[config.mk]
export PLATFORM = sky130hd
export DESIGN_NAME = uart_tx_seq_ctrl
export DESIGN_NICKNAME = d
export VERILOG_FILES = /design/src/rtl/uart_tx_seq_ctrl.sv
export SDC_FILE = /design/constraint.sdc
export NUM_CORES = 1
export LEC_CHECK = 0
export BUFFER_PORTS_ARGS = -buffer_cell sky130_fd_sc_hd__buf_2
export CORE_ASPECT_RATIO = 2
export CORE_MARGIN = 1
export CORE_UTILIZATION = 35
export DETAILED_ROUTE_END_ITERATION = 8
export GPL_ROUTABILITY_DRIVEN = 0
export PLACE_DENSITY = 0.5
export SLEW_MARGIN = 20
export SYNTH_ARGS = -nofsm -noshare
export SYNTH_HDL_FRONTEND = slang
export SYNTH_SLANG_ARGS = --single-unit
export TNS_END_PERCENT = 1
[constraint.sdc]
create_clock -name sclk -period 2.64 [get_ports sclk]
set_input_delay 0.396 -clock sclk [delete_from_list [all_inputs] [get_ports sclk]]
set_output_delay 0.396 -clock sclk [all_outputs]
set_load 0.005 [all_outputs]
[src/rtl/uart_tx_seq_ctrl.sv]
// Byte sequencer in front of the 8-bit UART transmitter: queues bytes in a FIFO and
// drives the TX_En_Sig / TX_Data / TX_Done_Sig handshake with an idle gap and a frame timeout.
module uart_tx_seq_ctrl #(
    parameter int DEPTH          = 16,
    parameter int GAP_CYCLES     = 2,
    parameter int TIMEOUT_CYCLES = 100000
) (
    input  logic                   sclk,
    input  logic                   RSTn,
    input  logic                   wr_en,
    input  logic [7:0]             wr_data,
    output logic                   full,
    output logic [$clog2(DEPTH):0] level,
    output logic                   overflow,
    output logic                   busy,
    output logic                   timeout_err,
    output logic [7:0]             TX_Data,
    output logic                   TX_En_Sig,
    input  logic                   TX_Done_Sig
);
    localparam int AW      = $clog2(DEPTH);
    localparam int LW      = AW + 1;
    localparam int GAP_EFF = (GAP_CYCLES < 1) ? 1 : GAP_CYCLES;
    localparam int GW      = (GAP_EFF > 1) ? $clog2(GAP_EFF) : 1;
    localparam int TW      = (TIMEOUT_CYCLES > 2) ? $clog2(TIMEOUT_CYCLES) : 1;

    localparam logic [LW-1:0] FULL_LEVEL = LW'(DEPTH);
    localparam logic [LW-1:0] ZERO_LEVEL = LW'(1'b0);
    localparam logic [LW-1:0] ONE_LEVEL  = LW'(1'b1);
    localparam logic [AW-1:0] ONE_PTR    = AW'(1'b1);
    localparam logic [GW-1:0] GAP_LAST   = GW'(GAP_EFF - 1);
    localparam logic [GW-1:0] ONE_GAP    = GW'(1'b1);
    localparam logic [TW-1:0] TOUT_LAST  = TW'(TIMEOUT_CYCLES - 1);
    localparam logic [TW-1:0] TOUT_MAX   = {TW{1'b1}};
    localparam logic [TW-1:0] ONE_TOUT   = TW'(1'b1);

    typedef enum logic [1:0] {
        IDLE = 2'd0,
        LOAD = 2'd1,
        SEND = 2'd2,
        GAP  = 2'd3
    } state_t;

    state_t          state_r;
    logic [7:0]      mem_r [DEPTH];
    logic [AW-1:0]   wr_ptr_r;
    logic [AW-1:0]   rd_ptr_r;
    logic [LW-1:0]   level_r;
    logic            overflow_r;
    logic            timeout_err_r;
    logic [7:0]      tx_data_r;
    logic            tx_en_r;
    logic [TW-1:0]   tout_cnt_r;
    logic [GW-1:0]   gap_cnt_r;
    logic            full_s;
    logic            push_s;
    logic            pop_s;

    // full is judged on the registered level, so a pop in the same cycle never frees a slot early
    assign full_s = (level_r == FULL_LEVEL);
    assign push_s = wr_en && !full_s;
    assign pop_s  = (state_r == IDLE) && (level_r != ZERO_LEVEL);

    assign full        = full_s;
    assign level       = level_r;
    assign overflow    = overflow_r;
    assign busy        = (state_r != IDLE) || (level_r != ZERO_LEVEL);
    assign timeout_err = timeout_err_r;
    assign TX_Data     = tx_data_r;
    assign TX_En_Sig   = tx_en_r;

    // FIFO storage array
    always_ff @(posedge sclk) begin
        if (RSTn && push_s) begin
            mem_r[wr_ptr_r] <= wr_data;
        end
    end

    // FIFO pointers, occupancy and overflow pulse
    always_ff @(posedge sclk) begin
        if (!RSTn) begin
            wr_ptr_r   <= {AW{1'b0}};
            rd_ptr_r   <= {AW{1'b0}};
            level_r    <= ZERO_LEVEL;
            overflow_r <= 1'b0;
        end else begin
            overflow_r <= wr_en && full_s;
            if (push_s) begin
                wr_ptr_r <= wr_ptr_r + ONE_PTR;
            end
            if (pop_s) begin
                rd_ptr_r <= rd_ptr_r + ONE_PTR;
            end
            case ({push_s, pop_s})
                2'b10:   level_r <= level_r + ONE_LEVEL;
                2'b01:   level_r <= level_r - ONE_LEVEL;
                default: level_r <= level_r;
            endcase
        end
    end

    // Frame sequencer: IDLE pops, LOAD raises enable, SEND waits for Done or timeout, GAP idles
    always_ff @(posedge sclk) begin
        if (!RSTn) begin
            state_r       <= IDLE;
            tx_data_r     <= 8'h00;
            tx_en_r       <= 1'b0;
            timeout_err_r <= 1'b0;
            tout_cnt_r    <= {TW{1'b0}};
            gap_cnt_r     <= {GW{1'b0}};
        end else begin
            timeout_err_r <= 1'b0;
            case (state_r)
                IDLE: begin
                    if (pop_s) begin
                        tx_data_r <= mem_r[rd_ptr_r];
                        state_r   <= LOAD;
                    end
                end
                LOAD: begin
                    tx_en_r    <= 1'b1;
                    tout_cnt_r <= {TW{1'b0}};
                    state_r    <= SEND;
                end
                SEND: begin
                    // Done has priority over a timeout landing on the same cycle
                    if (TX_Done_Sig) begin
                        tx_en_r   <= 1'b0;
                        gap_cnt_r <= {GW{1'b0}};
                        state_r   <= GAP;
                    end else if (tout_cnt_r == TOUT_LAST) begin
                        tx_en_r       <= 1'b0;
                        timeout_err_r <= 1'b1;
                        gap_cnt_r     <= {GW{1'b0}};
                        state_r       <= GAP;
                    end else if (tout_cnt_r != TOUT_MAX) begin
                        tout_cnt_r <= tout_cnt_r + ONE_TOUT;
                    end
                end
                GAP: begin
                    if (gap_cnt_r == GAP_LAST) begin
                        state_r <= IDLE;
                    end else begin
                        gap_cnt_r <= gap_cnt_r + ONE_GAP;
                    end
                end
                default: begin
                    tx_en_r <= 1'b0;
                    state_r <= IDLE;
                end
            endcase
        end
    end
endmodule
==> run summary, run 1 <==
The run gives 0 as the overflow left after global routing. Across all layers, the routed design uses 4469 vias. 30 I/O pins were placed.

The max-slew violation count was 0. sky130_fd_sc_hd__edfxtp_1 is the most common cell in the netlist. After clock tree synthesis, the flow added hold-fix buffers numbering 0. In this run, post-CTS repair resized a total of 0 instances. The number of enable-type register cells in the synthesized netlist works out to 128.

STA classifies the critical path startpoint as a register. The average size of a mapped cell was 14.7 um^2. The worst hold margin is 283 ps.

Simple-gate area share of the yosys netlist: 10.1%. Number of global-route vias before repair: 4845. After detailed routing, the number of remaining DRC violations is 0.

The die footprint is 0.0218 mm^2, and the count of buffers inserted at the top-level ports is 29. By count the netlist is led by sky130_fd_sc_hd__edfxtp_1, sky130_fd_sc_hd__dfxtp_1, sky130_fd_sc_hd__mux4_2, sky130_fd_sc_hd__nand3_1, sky130_fd_sc_hd__nor2_1. Synthesis produced 505 cells.

The setup total negative slack is 0 ps. Of the post-synthesis cell area, the dominant cell type holds 51.8%. Sorting the synthesized cells by area gives the leading types as sky130_fd_sc_hd__edfxtp_1, sky130_fd_sc_hd__dfxtp_1, sky130_fd_sc_hd__mux4_2.

The tool flagged a number of max-cap violations equal to 0. Among all flip-flop cells after synthesis, the most frequent one is sky130_fd_sc_hd__edfxtp_1. The xor and xnor area share after synthesis is 0.945%, and the worst-case clock skew is 9.42 ps. The detail-routed via count per cell is 5.33. The layout cell share with drive strength beyond 1 works out to 25.7%. The run finished with clean final reports.

For this run, the post-layout net count is 584. Counting every net in the synthesized netlist gives 533. After synthesis, the largest family of logic cells by area is multiplexers. The mapped netlist covers 0.00742 mm^2. The netlist uses 59 different library cells. TritonCTS built the clock tree. For the arrival time of the worst setup path, the log shows 2900 ps.

After clock tree synthesis, the clock-pin slew on the worst setup and hold paths is 70 ps. The worst setup path is captured at a register. After floorplanning, the core was divided into 75 placement rows. Counting flops and latches in the post-synthesis netlist gives 172. In the final routed layout, each cell accounts on average for 20.3 um.

Of all flip-flops after synthesis, the portion carrying an async set or reset was 0%. The synthesized netlist devotes 7.24% of its cell area to compound gates. Fill cells in the final layout number 1971.

The worst min-delay path class was primary input to register. The tools report the maximum vdd ir drop as 0.608 mV. Setup repair after global routing left no endpoint under its margin.

The share of synthesized area spent on multiplexers is 12.4%, and the pin count of the biggest net entering global routing is 38. The layout overhead on the synthesized area was 16.6%; the die extent in y was 208 um. The routed design could run at a clock period as short as 2530 ps.

The design draws 0.00754 W. For the register area, the log shows 0.00473 mm^2. Counting the buffers created by CTS gives 17. Count of antenna-violating nets left after detailed routing: 0. Based on the critical path, the design can be clocked at up to 0.396 GHz. Maximum buffer depth of the clock tree: 2. In this run the static leakage power is 2.87 nW. The cell chosen for the clock root is sky130_fd_sc_hd__clkbuf_16.

Data required time of the worst path: 3010 ps. Setup violations remaining at the end of the flow were counted as 0. The repair_antennas step left the layout with diodes totalling 0.

For this block, the initial DRC count from the detailed router was 194. The wire length of the first global-routing pass was 27.0 mm. The Yosys step of the flow raised 0 warnings. Global routing consumed, over all layers together, 16.7% of the routing resources. The run gives 63.7% as the sequential cell area fraction in the yosys report. Slew at the pin closest to its max-slew limit: 977 ps. In the finished design, the share of the clock period the worst path needs comes to 95.7%. The logs give 172 for the clock sink count and 430 ps for the latest clock arrival within the worst-skew pair. For this configuration, the core starts out at a cell density of 35.6%. The number of endpoints with negative hold slack in the final report is 0. The maximum net fanout on the critical path is 8. The worst setup path is of the register to register kind.

The worst pin sits at a relative slew slack of 34.6%. For this design the ratio of total power to cell area is 871 mW/mm^2. The synthesized netlist devotes 2.70% of its cell area to adder and majority cells.

The core region is 0.0208 mm^2. For this block, the routed nets add up to 17.0 mm of wire. The total half-perimeter wirelength after legalization and detailed placement came out at 12.3 mm. The H-tree was split into 4 levels. Number of setup buffers added after CTS: 0.

The first TritonRoute pass finished after 4 iterations. The cell taking the most area after synthesis is sky130_fd_sc_hd__edfxtp_1. Summing all multi-input logic gate instances after layout gives 0.00249 mm^2. The die is 105 um wide. Initial antenna violation count: 1.
==> per-stage QoR <==
stage / std cells / worst slack (ps) / util [%] / cell area (um^2)
floorplan: 505 / -0.658 / - / 7440
global placement: 806 / 146 / 38.5 / 8030
detailed placement: 806 / 136 / 38.5 / 8030
CTS: 838 / 113 / 41.5 / 8650
global route: 838 / 16.7 / 41.5 / 8650
finish: 838 / 113 / 41.5 / 8650
==> state kept, by name (all words and copies together), names as in the netlist, 2 cells and up <==
signal      cells
TX_Data         8
wr_ptr_r        4
tout_cnt_r     17
rd_ptr_r        4
mem_r         128
state_r         2
level           5
==> worst max-delay path: stages (launching register included) <==
cell and delay, ps:
sky130_fd_sc_hd__dfxtp_1 310, sky130_fd_sc_hd__or4_4 560, sky130_fd_sc_hd__o21ai_2 150, sky130_fd_sc_hd__inv_1 100, sky130_fd_sc_hd__ha_1 230, sky130_fd_sc_hd__buf_4 180
sky130_fd_sc_hd__or4b_2 610, sky130_fd_sc_hd__a21oi_1 160, sky130_fd_sc_hd__a41oi_1 60, sky130_fd_sc_hd__nand3_1 110
==> routing by layer <==
layer / vias up / wire, um / share of wire (%) / track usage, %
met5: - / 0 / 0 / 0
met4: 0 / 616 / 3.6 / 8.69
met3: 37 / 380 / 2.2 / 2.98
met2: 86 / 10100 / 60 / 33.0
met1: 2242 / 5870 / 35 / 16.0
li1: 2104 / - / - / -
==> cell families (layout without fill, tap and decap cells) <==
kind of cell	after synthesis	after routing
simple gates	138	138
fa+ha+maj	16	16
buf+inv	47	111
flops	172	172
compound gates	72	72
mux	52	52
xor+xnor	8	8
==> final timing paths <==
kind,slack (ps),depth (start not counted),start,to
hold reg to reg,500,2,TX_Data[7],TX_Data[7]
setup / recovery,110,9,level[3],level[4]
hold / removal,280,3,wr_en,overflow
setup reg to reg,110,9,level[3],level[4]
==> layout make-up <==
class	instances	area share [%]
clock buffers	18	5.08
clock inverters	14	2.11
inverters	16	0.694
multi-input cells	286	28.8
flip-flops and latches	172	54.6
well taps	269	3.89
repair buffers	63	4.77
==> power by group <==
group          total [W]  internal [W]  switching, W  leakage [nW]
clock            0.00263       0.00154       0.00109         0.309
combinational    0.00174      0.000813      0.000928          1.05
sequential       0.00317       0.00303      0.000144          1.51
total            0.00754       0.00538       0.00216          2.87
==> layout by cell type (no fill, tap or decap), drive strengths merged, types with 5 or more instances in the layout <==
cell type / Yosys / layout
o21ai: 11 / 11
edfxtp: 128 / 128
o221ai: 8 / 8
nand3: 30 / 30
or4: 5 / 5
nand2b: 6 / 6
nand4: 7 / 7
or3: 8 / 8
clkinv: 0 / 5
o211ai: 7 / 7
mux2i: 20 / 20
dfxtp: 44 / 44
a21oi: 17 / 17
ha: 16 / 16
buf: 9 / 63
nor2: 28 / 28
inv: 16 / 22
nand2: 19 / 19
nor4: 8 / 8
mux4: 32 / 32
nor3: 13 / 13
clkbuf: 21 / 18
(Power assumes the default switching activity.)
==> run 2: changes to the inputs <==
--- a/config.mk
+++ b/config.mk
@@ -5,13 +5,14 @@
 export SDC_FILE = /design/constraint.sdc
 export NUM_CORES = 1
 export LEC_CHECK = 0
+export ABC_AREA = 1
 export BUFFER_PORTS_ARGS = -buffer_cell sky130_fd_sc_hd__buf_2
 export CORE_ASPECT_RATIO = 2
 export CORE_MARGIN = 1
-export CORE_UTILIZATION = 35
+export CORE_UTILIZATION = 32
 export DETAILED_ROUTE_END_ITERATION = 8
 export GPL_ROUTABILITY_DRIVEN = 0
-export PLACE_DENSITY = 0.5
+export PLACE_DENSITY = 0.46
 export SLEW_MARGIN = 20
 export SYNTH_ARGS = -nofsm -noshare
 export SYNTH_HDL_FRONTEND = slang
==> run 2 against run 1 <==
Compared with the run above: the flow now finishes with violations (design-rule violations); clock power is essentially flat; die area grew 13%; area after synthesis grew 3.5%; count of clock-buffer cells in the layout is the same; fmax grew 12%; routed wire length grew 17%; sequential cell count is the same.
==> run summary, run 2 <==
The setup total negative slack came out at 0 ps. Average detailed-routed wire length per instance: 17.6 um. The total half-perimeter wirelength after legalization and detailed placement came out at 13.7 mm.

The layout overhead on the synthesized area is 15.3%. Along the worst path, the maximum fanout reaches 8. A synthesized cell averages 9.61 um^2. The tools report the number of endpoints with negative hold slack in the final report as 0. Setup repair after global routing left no endpoint under its margin. Kind of launch point of the worst setup path: a register.

The most frequent cell after synthesis was sky130_fd_sc_hd__nor2_1. The max-slew violation count was 0; the slew at the pin closest to its max-slew limit was 533 ps. The detailed-route wire length was 20.0 mm. After layout, the worst path uses 85.4% of the clock period.

Yosys attributes the largest share of cell area to sky130_fd_sc_hd__edfxtp_1, sky130_fd_sc_hd__dfxtp_1, sky130_fd_sc_hd__nor2_1. The topmost layer with routed signal wires is met4. The synthesized netlist contains 34 unique library cells. The power density relative to cell area is 958 mW/mm^2. Area inside the core boundary: 0.0234 mm^2. The DRC violation count after routing was 12. Buffers added to address setup during post-CTS repair amount to 0.

The count of TritonRoute iterations in the first routing pass is 7, and the initial antenna violation count is 0. The total overflow left after global routing is 0. The count of buffers inserted at the top-level ports came out at 29.

The tools report the kind of capture point of the worst setup path as a register. For this block, wires on met1 add up to 7.41 mm. Summed over all cells, the static leakage comes to 3.25 nW. The register with the highest flop count was mem_r. The floorplan step defined a die boundary enclosing 0.0246 mm^2. The maximum vdd ir drop was 0.457 mV; the number of enable-type register cells in the synthesized netlist was 128.

Data arrives at the worst endpoint at 2620 ps. TritonCTS built the clock tree. The achievable clock frequency was 0.444 GHz.

STA puts the critical path data required time at 3010 ps. Yosys printed 0 warnings. The synthesized design spends more area on one cell type than any other, namely sky130_fd_sc_hd__edfxtp_1. Cells with a size suffix above 1 make up 11.5% of the layout.

Entering global routing, the biggest net connects 67 pins. The internal portion of the total power is 0.00553 W. The maximum buffer depth of the clock tree was 2. For this run, the leading register cell type out of synthesis is sky130_fd_sc_hd__edfxtp_1.

Cell chosen for the clock root: sky130_fd_sc_hd__clkbuf_16. The tools report the number of global-route vias before repair as 5569. The die extent in y was 221 um; the instance area after placement was 0.00822 mm^2.

The repair_antennas step left the layout with diodes totalling 0. Setup violations remaining at the end of the flow were counted as 0. The relative contribution of the clock network to total power is 31.1%, and the synthesized instance count is 799. For the area of the mapped netlist, the log shows 0.00767 mm^2.

Post-CTS repair changed the size of 0 cells. The number of standard-cell rows in the floorplan is 79. Using the TritonRoute via totals, the vias-per-cell ratio works out to 4.92. Counting cells, the worst reg-to-reg path comes to 14.

The number of H-tree branching levels is 4. The register with the most flip-flops in the layout has 128 of them. The run gives 0 as the count of antenna-violating nets left after detailed routing. The fraction of registers with async set or reset after synthesis works out to 0%. For this design the total switching power over the nets is 0.00294 W. After the last flow step, the layout net total stands at 866. The starting density of the core came out at 32.8%. Synthesis produced a netlist with a net count of 827.

The critical path is of the register to register type. The most frequent standard cell in the layout excluding fill and tap cells is sky130_fd_sc_hd__nor2_1. For this design the top-level I/O count stands at 30. Depth of the worst hold-timing path: 2. The register bit total from synthesis came out at 172. The final reports fail on design-rule violations. The overall fraction of global-route tracks in use came out at 17.1%.

In the synthesized netlist, the cells that appear most often are sky130_fd_sc_hd__nor2_1, sky130_fd_sc_hd__edfxtp_1, sky130_fd_sc_hd__nand2_1, sky130_fd_sc_hd__nand3_1, sky130_fd_sc_hd__o21ai_0. For this design, the sink count on the clock tree is 172. The number of buffers inserted during clock tree synthesis is 17, and the floorplan die width is 112 um. In the layout the commonest cells are sky130_fd_sc_hd__nor2_1, sky130_fd_sc_hd__edfxtp_1, sky130_fd_sc_hd__nand2_1. The worst-case clock skew is 7.79 ps. Sequential elements use 61.6% of the synthesized area. The first routing iteration left 377 violations. Share of Yosys cell area claimed by the top area cell type: 50.1%. The vias after detailed routing was 5582.

Summed over all nets, wire length on met2 after detailed routing comes to 11.8 mm. The finished cells cover 0.00885 mm^2. Net switching is 34.7% of the power. The tightest min-delay check is of the primary input to register type. The clock slew seen by the registers of the worst setup and hold paths was 70 ps; the number of maximum-capacitance constraint violations was 0.

The run gives 370 um as the length of routed met3 wiring. The tools report the wire length of the first global-routing pass as 31.5 mm. The clock period minus final worst setup slack is 2250 ps. The run finished, with violations left. The logs give 0 for the number of buffers inserted for hold repair after clock tree synthesis and 38.3% for the power share of the sequential group. The tools report the proportion of power drawn by combinational gates as 30.5%. Clock latency on the worst-skew pair, taken at its later pin, is 430 ps. Headroom to the max-slew limit came out at 64.4%.
-- run 2: changes by cell type in the layout (fill, tap and decap cells not counted), moves of 20 or more --
cell and change:
sky130_fd_sc_hd__nor2_1 +159, sky130_fd_sc_hd__mux4_2 -32, sky130_fd_sc_hd__nand3_1 +49, sky130_fd_sc_hd__inv_1 +35, sky130_fd_sc_hd__mux2i_1 -20, sky130_fd_sc_hd__nand2_1 +70, sky130_fd_sc_hd__o21ai_0 +65
-- run 2: critical path: stages, from the launching register on --
cell and delay [ps]:
sky130_fd_sc_hd__dfxtp_1 350, sky130_fd_sc_hd__nor2_1 160, sky130_fd_sc_hd__nand4_1 160, sky130_fd_sc_hd__nand2_1 240, sky130_fd_sc_hd__ha_1 310, sky130_fd_sc_hd__xor2_1 220
sky130_fd_sc_hd__ha_1 180, sky130_fd_sc_hd__inv_1 40, sky130_fd_sc_hd__nand2_1 90, sky130_fd_sc_hd__nand3_1 100, sky130_fd_sc_hd__nand2_1 90, sky130_fd_sc_hd__nand2_1 50
sky130_fd_sc_hd__nand2_1 50, sky130_fd_sc_hd__nand2_1 40, sky130_fd_sc_hd__a21oi_1 110
-- run 2: logic make-up after synthesis --
| family | Yosys count | share of synthesized area (%) |
|---|---|---|
| adders and majority gates | 16 | 2.61 |
| buffers and inverters | 93 | 5.14 |
| xor gates and xnor gates | 8 | 0.913 |
| DFF | 172 | 61.6 |
| AOI/OAI and AO/OA | 115 | 7.87 |
| and+or+nand+nor | 395 | 21.9 |
-- run 2: final cells by class --
class                      instances  area [um^2]
clock inverter                    14          194
timing repair buffer              56          373
inverter                          57          214
clock buffer                      18          429
tap                              283          354
multi-input combinational        534         2560
fill                            2373        14600
sequential                       172         4730
-- run 2: power by group through the flow --
stage / Combinational (W) / Clock [W] / Sequential (W)
global placement: 0.00266 / 0 / 0.00331
floorplan: 0.00182 / 0 / 0.00328
global route: 0.00298 / 0.00282 / 0.00327
finish: 0.00259 / 0.00264 / 0.00325
CTS: 0.00267 / 0.00272 / 0.00325
detailed placement: 0.00265 / 0 / 0.00331
-- run 2: path summary, 6_finish.rpt --
check,from,endpoint,slack [ps]
min,TX_Done_Sig,timeout_err,160
min reg2reg,gap_cnt_r,gap_cnt_r,470
max,level[2],level[4],390
max reg2reg,level[2],level[4],390
-- run 2: per-stage QoR --
stage	setup slack (ps)	total power (W)	util (%)	hold WS (ps)	cells
floorplan	546	0.00510	-	447	799
finish	386	0.00847	37.8	159	1134
global placement	497	0.00597	35.1	480	1102
detailed placement	411	0.00596	35.1	472	1102
CTS	394	0.00864	37.8	135	1134
global route	94.6	0.00906	37.8	157	1134
-- run 2: layer usage --
layer / track usage, % / vias to the layer above
met3: 2.79 / 27
met1: 17.0 / 2683
met4: 6.45 / 0
met2: 34.4 / 76
li1: - / 2796
met5: 0 / -
